[config.mk]
export PLATFORM = sky130hd
export DESIGN_NAME = sif_xa_arb_bridge
export DESIGN_NICKNAME = d
export VERILOG_FILES = /design/src/rtl/sif_xa_arb_bridge.sv
export SDC_FILE = /design/constraint.sdc
export NUM_CORES = 1
export LEC_CHECK = 0
export BUFFER_PORTS_ARGS = -buffer_cell sky130_fd_sc_hd__buf_4
export CORE_UTILIZATION = 37
export DETAILED_ROUTE_END_ITERATION = 8
export RECOVER_POWER = 25
export SETUP_SLACK_MARGIN = 0.5
export SYNTH_ARGS = -nofsm -noshare
export SYNTH_HDL_FRONTEND = slang
export SYNTH_SLANG_ARGS = --single-unit
[constraint.sdc]
create_clock -name clk -period 2.6 [get_ports clk]
set_input_delay 0.52 -clock clk [delete_from_list [all_inputs] [get_ports clk]]
set_output_delay 0.52 -clock clk [all_outputs]
set_load 0.1 [all_outputs]
[src/rtl/sif_xa_arb_bridge.sv]
// sif_xa_arb_bridge: round-robin arbiter bridging NUM_CH xa requestors onto a
// single wa write port, with a local shadow register file serving reads.
// Optional macro SIF_BRIDGE_ADDR_CHK_EN adds the xa_err port and rejects
// addresses >= DEPTH; without it addresses alias onto the shadow index.
module sif_xa_arb_bridge #(
  parameter int NUM_CH = 2,
  parameter int AW     = 16,
  parameter int DW     = 16,
  parameter int DEPTH  = 16
) (
  input  logic                 clk,
  input  logic                 rst_n,
  input  logic [NUM_CH-1:0]    xa_wr_s,
  input  logic [NUM_CH-1:0]    xa_rd_s,
  input  logic [NUM_CH*AW-1:0] xa_addr,
  input  logic [NUM_CH*DW-1:0] xa_data_wr,
  output logic [NUM_CH-1:0]    xa_ready,
  output logic [NUM_CH-1:0]    xa_rd_vld,
  output logic [DW-1:0]        xa_data_rd,
  output logic                 wa_wr_s,
  output logic [AW-1:0]        wa_addr,
  output logic [DW-1:0]        wa_data_wr
`ifdef SIF_BRIDGE_ADDR_CHK_EN
  ,
  output logic [NUM_CH-1:0]    xa_err
`endif
);

  localparam int IW = (DEPTH > 1) ? $clog2(DEPTH) : 1;
  localparam int PW = (NUM_CH > 1) ? $clog2(NUM_CH) : 1;

  typedef enum logic {ARB, ACK} state_t;

  state_t          state_q, state_d;
  logic [PW-1:0]   ptr_q;
  logic [DW-1:0]   shadow_q [DEPTH];

  logic [NUM_CH-1:0] req;
  logic            any_req;
  logic            found;
  logic [PW-1:0]   gnt;
  logic [AW-1:0]   g_addr;
  logic [DW-1:0]   g_data;
  logic            g_wr;
  logic [IW-1:0]   g_idx;
  logic            g_bad;
  logic            take;

  // Round-robin pick starting at the pointer, plus the granted channel's fields
  always_comb begin
    req     = xa_wr_s | xa_rd_s;
    any_req = |req;
    found   = 1'b0;
    gnt     = '0;
    for (int i = 0; i < NUM_CH; i++) begin
      if (!found && req[(int'(ptr_q) + i) % NUM_CH]) begin
        found = 1'b1;
        gnt   = PW'((int'(ptr_q) + i) % NUM_CH);
      end
    end
    g_addr = xa_addr[int'(gnt)*AW +: AW];
    g_data = xa_data_wr[int'(gnt)*DW +: DW];
    g_wr   = xa_wr_s[gnt];
    g_idx  = (DEPTH == 1) ? '0 : g_addr[IW-1:0];
`ifdef SIF_BRIDGE_ADDR_CHK_EN
    g_bad  = ({1'b0, g_addr} >= (AW+1)'(DEPTH));
`else
    g_bad  = 1'b0;
`endif
    take   = (state_q == ARB) && any_req;
  end

  // State register
  always_ff @(posedge clk or negedge rst_n) begin
    if (!rst_n) state_q <= ARB;
    else        state_q <= state_d;
  end

  // Next state: one ACK cycle per grant, no arbitration while in ACK
  always_comb begin
    state_d = state_q;
    case (state_q)
      ARB:     if (any_req) state_d = ACK;
      ACK:     state_d = ARB;
      default: state_d = ARB;
    endcase
  end

  // Grant datapath: outputs are registered so they appear in the ACK cycle
  always_ff @(posedge clk or negedge rst_n) begin
    if (!rst_n) begin
      ptr_q      <= '0;
      xa_ready   <= '0;
      xa_rd_vld  <= '0;
      xa_data_rd <= '0;
      wa_wr_s    <= 1'b0;
      wa_addr    <= '0;
      wa_data_wr <= '0;
`ifdef SIF_BRIDGE_ADDR_CHK_EN
      xa_err     <= '0;
`endif
      for (int i = 0; i < DEPTH; i++) shadow_q[i] <= '0;
    end else begin
      xa_ready  <= '0;
      xa_rd_vld <= '0;
      wa_wr_s   <= 1'b0;
`ifdef SIF_BRIDGE_ADDR_CHK_EN
      xa_err    <= '0;
`endif
      if (take) begin
        xa_ready[gnt] <= 1'b1;
        ptr_q         <= PW'((int'(gnt) + 1) % NUM_CH);
`ifdef SIF_BRIDGE_ADDR_CHK_EN
        xa_err[gnt]   <= g_bad;
`endif
        if (g_wr) begin
          // write wins when both strobes are set; rejected writes touch nothing
          if (!g_bad) begin
            shadow_q[g_idx] <= g_data;
            wa_wr_s         <= 1'b1;
            wa_addr         <= g_addr;
            wa_data_wr      <= g_data;
          end
        end else begin
          xa_rd_vld[gnt] <= 1'b1;
          xa_data_rd     <= g_bad ? '0 : shadow_q[g_idx];
        end
      end
    end
  end

endmodule

==> results of run 1 <==
how the worst min path moves through the flow:
| stage | startpoint | cells past startpoint | slack (ns) | end |
|---|---|---|---|---|
| 2_1_floorplan | rst_n | 0 | 0.22 | ptr_q |
| 4_1_cts | xa_wr_s[1] | 2 | 0.21 | xa_rd_vld[1] |
| 6_report | xa_wr_s[1] | 2 | 0.21 | xa_rd_vld[1] |
| 3_5_place_dp | wa_data_wr[8] | 2 | 0.47 | wa_data_wr[8] |
| 5_1_grt | xa_wr_s[1] | 2 | 0.22 | xa_rd_vld[1] |
| 3_3_place_gp | wa_data_wr[10] | 2 | 0.47 | wa_data_wr[10] |
cell usage in the layout (no fill, tap or decap), drive strengths merged, types with 2 or more instances in the layout:
cell type | netlist | final
o21ai | 54 | 54
a31oi | 17 | 17
bufinv | 0 | 4
nor2 | 296 | 296
a41oi | 16 | 16
nor3 | 18 | 18
nand4b | 2 | 2
buf | 84 | 308
nor2b | 3 | 3
mux2i | 17 | 17
nand2 | 117 | 117
a222oi | 32 | 32
nand4 | 32 | 32
bufbuf | 0 | 2
inv | 5 | 6
o22a | 16 | 16
a21oi | 262 | 262
a21boi | 96 | 96
clkinv | 0 | 6
nor4 | 32 | 32
dfrtp | 311 | 311
clkbuf | 55 | 85
and2 | 5 | 5
a21o | 32 | 32
nor4b | 2 | 2
logic make-up after synthesis:
group	count (synthesis)	share of synthesized area
AOI/OAI and AO/OA	530	0.235
buffers and inverters	144	0.0484
DFF	311	0.542
muxes	18	0.0135
and+or+nand+nor	510	0.161
power groups by stage:
| stage | sequential, mW | clock [mW] | combinational, mW |
|---|---|---|---|
| after floorplan | 11.1 | 0 | 4.04 |
| after global placement | 8.65 | 0 | 9.04 |
| after detailed placement | 8.71 | 0 | 9.20 |
| after CTS | 8.66 | 5.13 | 9.61 |
| after global routing | 9.20 | 5.34 | 11.5 |
| final | 8.97 | 5.10 | 10.9 |
worst register-to-register path, cell delays in order, from the launching register on:
cell and delay [ns]:
dfrtp_2 0.42, o21bai_4 0.23, nand4b_1 0.23, buf_12 0.19
buf_4 0.14, a21boi_0 0.12, nor4_1 0.37, o22a_1 0.40
a41oi_2 0.16
per-stage QoR:
| stage | hold slack (ns) | instances |
|---|---|---|
| floorplan | 0.224 | 1513 |
| global placement | 0.466 | 2107 |
| detailed placement | 0.473 | 2107 |
| CTS | 0.206 | 2209 |
| global route | 0.223 | 2292 |
| finish | 0.209 | 2292 |
flip-flops by register name, indices dropped and copies added (netlist names):
name and count:
wa_addr 16, state_q 1, xa_data_rd 16, xa_rd_vld 2, wa_wr_s 1, wa_data_wr 16
shadow_q 256, xa_ready 2, ptr_q 1
layer usage:
layer | GRT usage | part of all wire | up-vias
met5 | 0 | 0 | -
met2 | 0.408 | 0.45 | 805
met1 | 0.322 | 0.38 | 6859
met3 | 0.0361 | 0.10 | 247
met4 | 0.0940 | 0.062 | 0
li1 | - | - | 5834
cell type report:
class,instances,share of cell area
Clock buffer,51,0.0480
Clock inverter,11,0.00819
Inverter,5,0.000903
Multi-Input combinational cell,1058,0.327
Sequential cell,311,0.374
Tap cell,511,0.0308
Timing Repair Buffer,345,0.211
timing repair:
action,CTS,global route
endpoints found under the setup margin,269,240
gates cloned,11,38
setup buffers,28,45
pin swaps,11,47
hold buffers,1,0
hold endpoints to repair,55,0
gates resized for setup,47,227
==> run metrics, run 1 <==
Max Cap Violations 0; Tightest Pin Transition 1.08 ns; clock power share 0.205; pre-CTS WS 0.0250 ns; crit path cell chain o21bai_4 > nand4b_1 > buf_12 > buf_4 > a21boi_0 > nor4_1 > o22a_1 > a41oi_2; Net Count, Synth 1583; most frequent cell after synthesis dfrtp_1; Hold Fails Final Rpt 0; P_sw 10.5 mW; crit path max fanout 6; leakage 8.76 nW; Final Skew roughly 0.019 ns; Pwr Density approximately 1200 mW/mm²; gpl congestion between 0.7 and 0.8; sequential area share after synthesis 0.542; Post-synth EDFFs 0; reg-to-reg slack, setup around 0.20 ns; Mapped Cells 1513; Reg clk slew, reported paths 0.06 ns; Area contributors post-synth dfrtp_1, a21oi_1, nor2_1; multi-input logic area 0.00679 mm²; post-synth top area cell dfrtp_1; R2R depth 8; top cells by instance count after synthesis dfrtp_1, nor2_1, a21oi_1, nand2_1, a21boi_0; die height 199 µm; Largest stage delay, worst path 0.42 ns; Placement Cell Area between 0.015 and 0.02 mm²; Main synth FF type dfrtp_1; outcome complete, no violations; unrepaired setup endpoints after global routing true; combinational share of power 0.435; worst vdd ir 0.846 mV; fin nets 1826; CP startpoint ptr_q; via count around 14000; drt drc 0; Setup CP Type reg -> reg; Layout Utilization 0.548; antenna cells 0; Crit. path cell count 8; num rows 71; Starting Density 0.379; cell family with most CP delay compound AO/OA/AOI/OAI gates; Setup-failing EPs final 0; fillers 3145; critical path buffer and inverter count 2; Critical R2R Launch ptr_q; Slew Viols, Final 0; vias in the first global route 12300; Worst-Skew Late Latency 0.54 ns; Sum Neg Setup Slack 0 ns; Async S/R FF share, synth 1.00; WL/cell roughly 26 µm; crit start category flop; Num CTS Buffers 35; CTS max path bufs 3; Flop pwr share 0.360; Max Fclk 416 MHz; CTS H-tree depth 2; Congestion Overflow GR 0; Iteration-0 DRC Markers roughly 1800; flops & latches, synth 311; Core Area 0.0379 mm²; Die X 199 µm; CTS tree built; Worst R2R End xa_data_rd[7]; Sw Share 0.423; # IOs approximately 120; total global-route track usage 0.245; crit end category flop; clock sinks 311; mean post-synth cell area 9.49 µm²; max_slew headroom 0.278; number of port buffers 122; Critical Path End xa_data_rd[7]; DIE AREA 0.0396 mm²; TritonRoute pass-1 iters 7; Period minus WS final 2.40 ns; Pwr Total 24.9 mW; Final Cycle Share 0.924; Critical Path RT 2.98 ns; Post-Synthesis Cell Area 0.0144 mm²; largest net degree at the start of global routing 63; fin area 0.0208 mm²; first-pass GRT wire length 73400 µm; Critical Path AT 2.79 ns; layout cell share with drive strength beyond 1 0.328; DR vias/cell 6.00; FF+latch area just under 0.008 mm²; post-synth top area share 0.542; critical path's slowest cell dfrtp_2; Clock Tree Root clkbuf_16; area delta synth->final 44.8%; setup ws final 0.197 ns; YS warnings 0; HP Class in -> reg; initial antenna violation count 0; remaining antenna violation count after routing 0; post-synth cell types 44; Int Pwr 14.4 mW; WL final 59100 µm; Detail Placement HPWL 28600 µm
Note: power is estimated with default switching activity, not from simulation.
==> inputs of run 2 (changes only) <==
PLACE_DENSITY = 0.63   (was unset)
REMOVE_ABC_BUFFERS = 1   (was unset)
==> run 2 against run 1 <==
Net effect: the run now ends with max-capacitance violations, max-slew violations left; critical path depth is 1 higher; flip-flop and latch count stayed put; core utilization is 3.8 points lower; clock skew is 0.0071 ns lower; global-route usage is 0.70 points lower; worst hold slack better by 0.038 ns; combinational power is 8% lower; final area is 7.0% lower; largest cell class unchanged; largest power group unchanged; highest routed layer unchanged.
==> run metrics, run 2 (synthesis gave the netlist of run 1 again) <==
cts hold-fix bufs 0 (-1); Hold Crit Start xa_wr_s[0]; Tightest Pin Transition 2.36 ns (+1.27 ns); Most flops, register shadow_q; gpl congestion 0.865 (+9.0%); R2R depth 9 (+1); fillers 3333 (+6.0%); Critical Path RT 3.04 ns (+0.06 ns); outcome complete, but fails checks; Critical Path AT 2.66 ns (-0.13 ns); # IOs 123 (unchanged); HP Class in -> reg; Iteration-0 DRC Markers 1313 (-28%); die height 199 µm (unchanged); Clock Tree Root clkbuf_16; Reg clk slew, reported paths 0.06 ns (about the same); Core Area 0.0379 mm² (unchanged); Worst-Skew Late Latency 0.51 ns (-0.03 ns); Die X 199 µm (unchanged); Worst R2R End shadow_q[245]; vias in the first global route 12100 (-1.5%); Setup-failing EPs final 0 (unchanged); fin nets 1787 (-2.1%); CTS H-tree depth 2 (unchanged); area delta synth->final 34.6%; clock sinks 311 (unchanged); CTS tree built; max reg flops 256 (unchanged); CTS max path bufs 3 (unchanged); WL/cell 22.6 µm (-12%); crit end category flop; remaining antenna violation count after routing 0 (unchanged); WL final 51000 µm (-14%); largest net degree at the start of global routing 76 (+21%); DR vias/cell 5.82 (-3.0%); unrepaired setup endpoints after global routing true; Pwr Total 23.5 mW (-5.5%); Period minus WS final 2.22 ns (-0.181 ns); Hold Fails Final Rpt 0 (unchanged); Setup CP Type reg -> reg; Critical R2R Launch ptr_q; Congestion Overflow GR 0 (unchanged); max_slew headroom -0.571 (-0.849); worst vdd ir 0.713 mV (-16%); total global-route track usage 0.238 (-0.00698); Num CTS Buffers 37 (+5.7%); number of port buffers 122 (unchanged); commonest cells after routing, fill and taps aside dfrtp_1, nor2_1, a21oi_1, buf_4, nand2_1; crit start category flop; Placement Cell Area 0.0165 mm² (-1.8%); reg-to-reg slack, setup 0.38 ns (+0.18 ns); most common cell after layout, fill and taps aside dfrtp_1; crit path max fanout 6 (unchanged); num rows 71 (unchanged); via count 13100 (-4.7%); DIE AREA 0.0396 mm² (unchanged); layout cell share with drive strength beyond 1 0.283 (-0.0446); failing checks max-capacitance violations, max-slew violations; leakage 8.18 nW (-6.6%); Max Fclk 450 MHz (+8.1%); initial antenna violation count 0 (unchanged); Detail Placement HPWL 28500 µm (-0.47%); Slew Viols, Final 70 (+70); drt drc 0 (unchanged); fin area 0.0193 mm² (-7.0%); Max Cap Violations 1 (+1); Critical Path End shadow_q[245]; CP startpoint ptr_q; Sum Neg Setup Slack 0 ns (unchanged); Starting Density 0.379 (unchanged); Final Cycle Share 0.855 (-0.0695); first-pass GRT wire length 71700 µm (-2.2%); TritonRoute pass-1 iters 6 (-1); Final Skew 0.0118 ns (-0.00714 ns); Pwr Density 1220 mW/mm² (+1.6%)
[run 2: worst max-delay path, stage by stage, from the launching register on]
cell	delay, ns
dfrtp_1	0.37
o21ba_4	0.19
or4_4	0.49
buf_12	0.17
and2_4	0.18
nor3_4	0.26
buf_6	0.17
clkbuf_16	0.19
nor2_4	0.05
a21oi_2	0.09
[run 2: worst min path at each step]
| stage | end | slack [ns] | depth (start not counted) |
|---|---|---|---|
| 3_5_place_dp | wa_data_wr[13] | 0.48 | 2 |
| 3_3_place_gp | wa_data_wr[15] | 0.46 | 2 |
| 2_1_floorplan | ptr_q | 0.22 | 0 |
| 4_1_cts | wa_data_wr[3] | 0.06 | 1 |
| 5_1_grt | xa_rd_vld[0] | 0.25 | 2 |
| 6_report | xa_rd_vld[0] | 0.25 | 2 |
[run 2: per-layer routing]
metal | GRT usage | share of wire | vias to the layer above
met4 | 0.0724 | 0.030 | 0
met5 | 0 | 0 | -
li1 | - | - | 5775
met1 | 0.335 | 0.41 | 6482
met2 | 0.368 | 0.45 | 738
met3 | 0.0504 | 0.11 | 110
[run 2: where the power goes]
group	switching [mW]	internal (mW)
sequential	1.56	7.24
clock	1.95	2.80
combinational	6.46	3.52
[run 2: final cells by class]
type | instances | area, µm² | area share
Timing Repair Buffer | 302 | 3280 | 0.170
Tap cell | 511 | 639 | 0.0331
Clock inverter | 9 | 72.6 | 0.00375
Sequential cell | 311 | 7780 | 0.403
Multi-Input combinational cell | 1060 | 6520 | 0.337
Antenna cell | 1 | 2.50 | 0.000129
Inverter | 5 | 18.8 | 0.000971
Clock buffer | 53 | 1020 | 0.0526
[run 2: through the flow]
step / utilization / instances / worst slack [ns] / hold WS (ns)
after floorplan: - / 1374 / -1.85 / 0.224
after global placement: 0.435 / 2116 / -0.0468 / 0.464
after detailed placement: 0.435 / 2116 / -0.112 / 0.476
after CTS: 0.478 / 2207 / 0.440 / 0.0552
after global routing: 0.509 / 2251 / 0.192 / 0.254
final: 0.510 / 2252 / 0.378 / 0.247
[run 2: what timing repair did]
action	CTS	global route
cloned	7	17
pin swaps	19	46
endpoints found under the setup margin	256	274
setup buffers	22	27
resized for setup	48	175
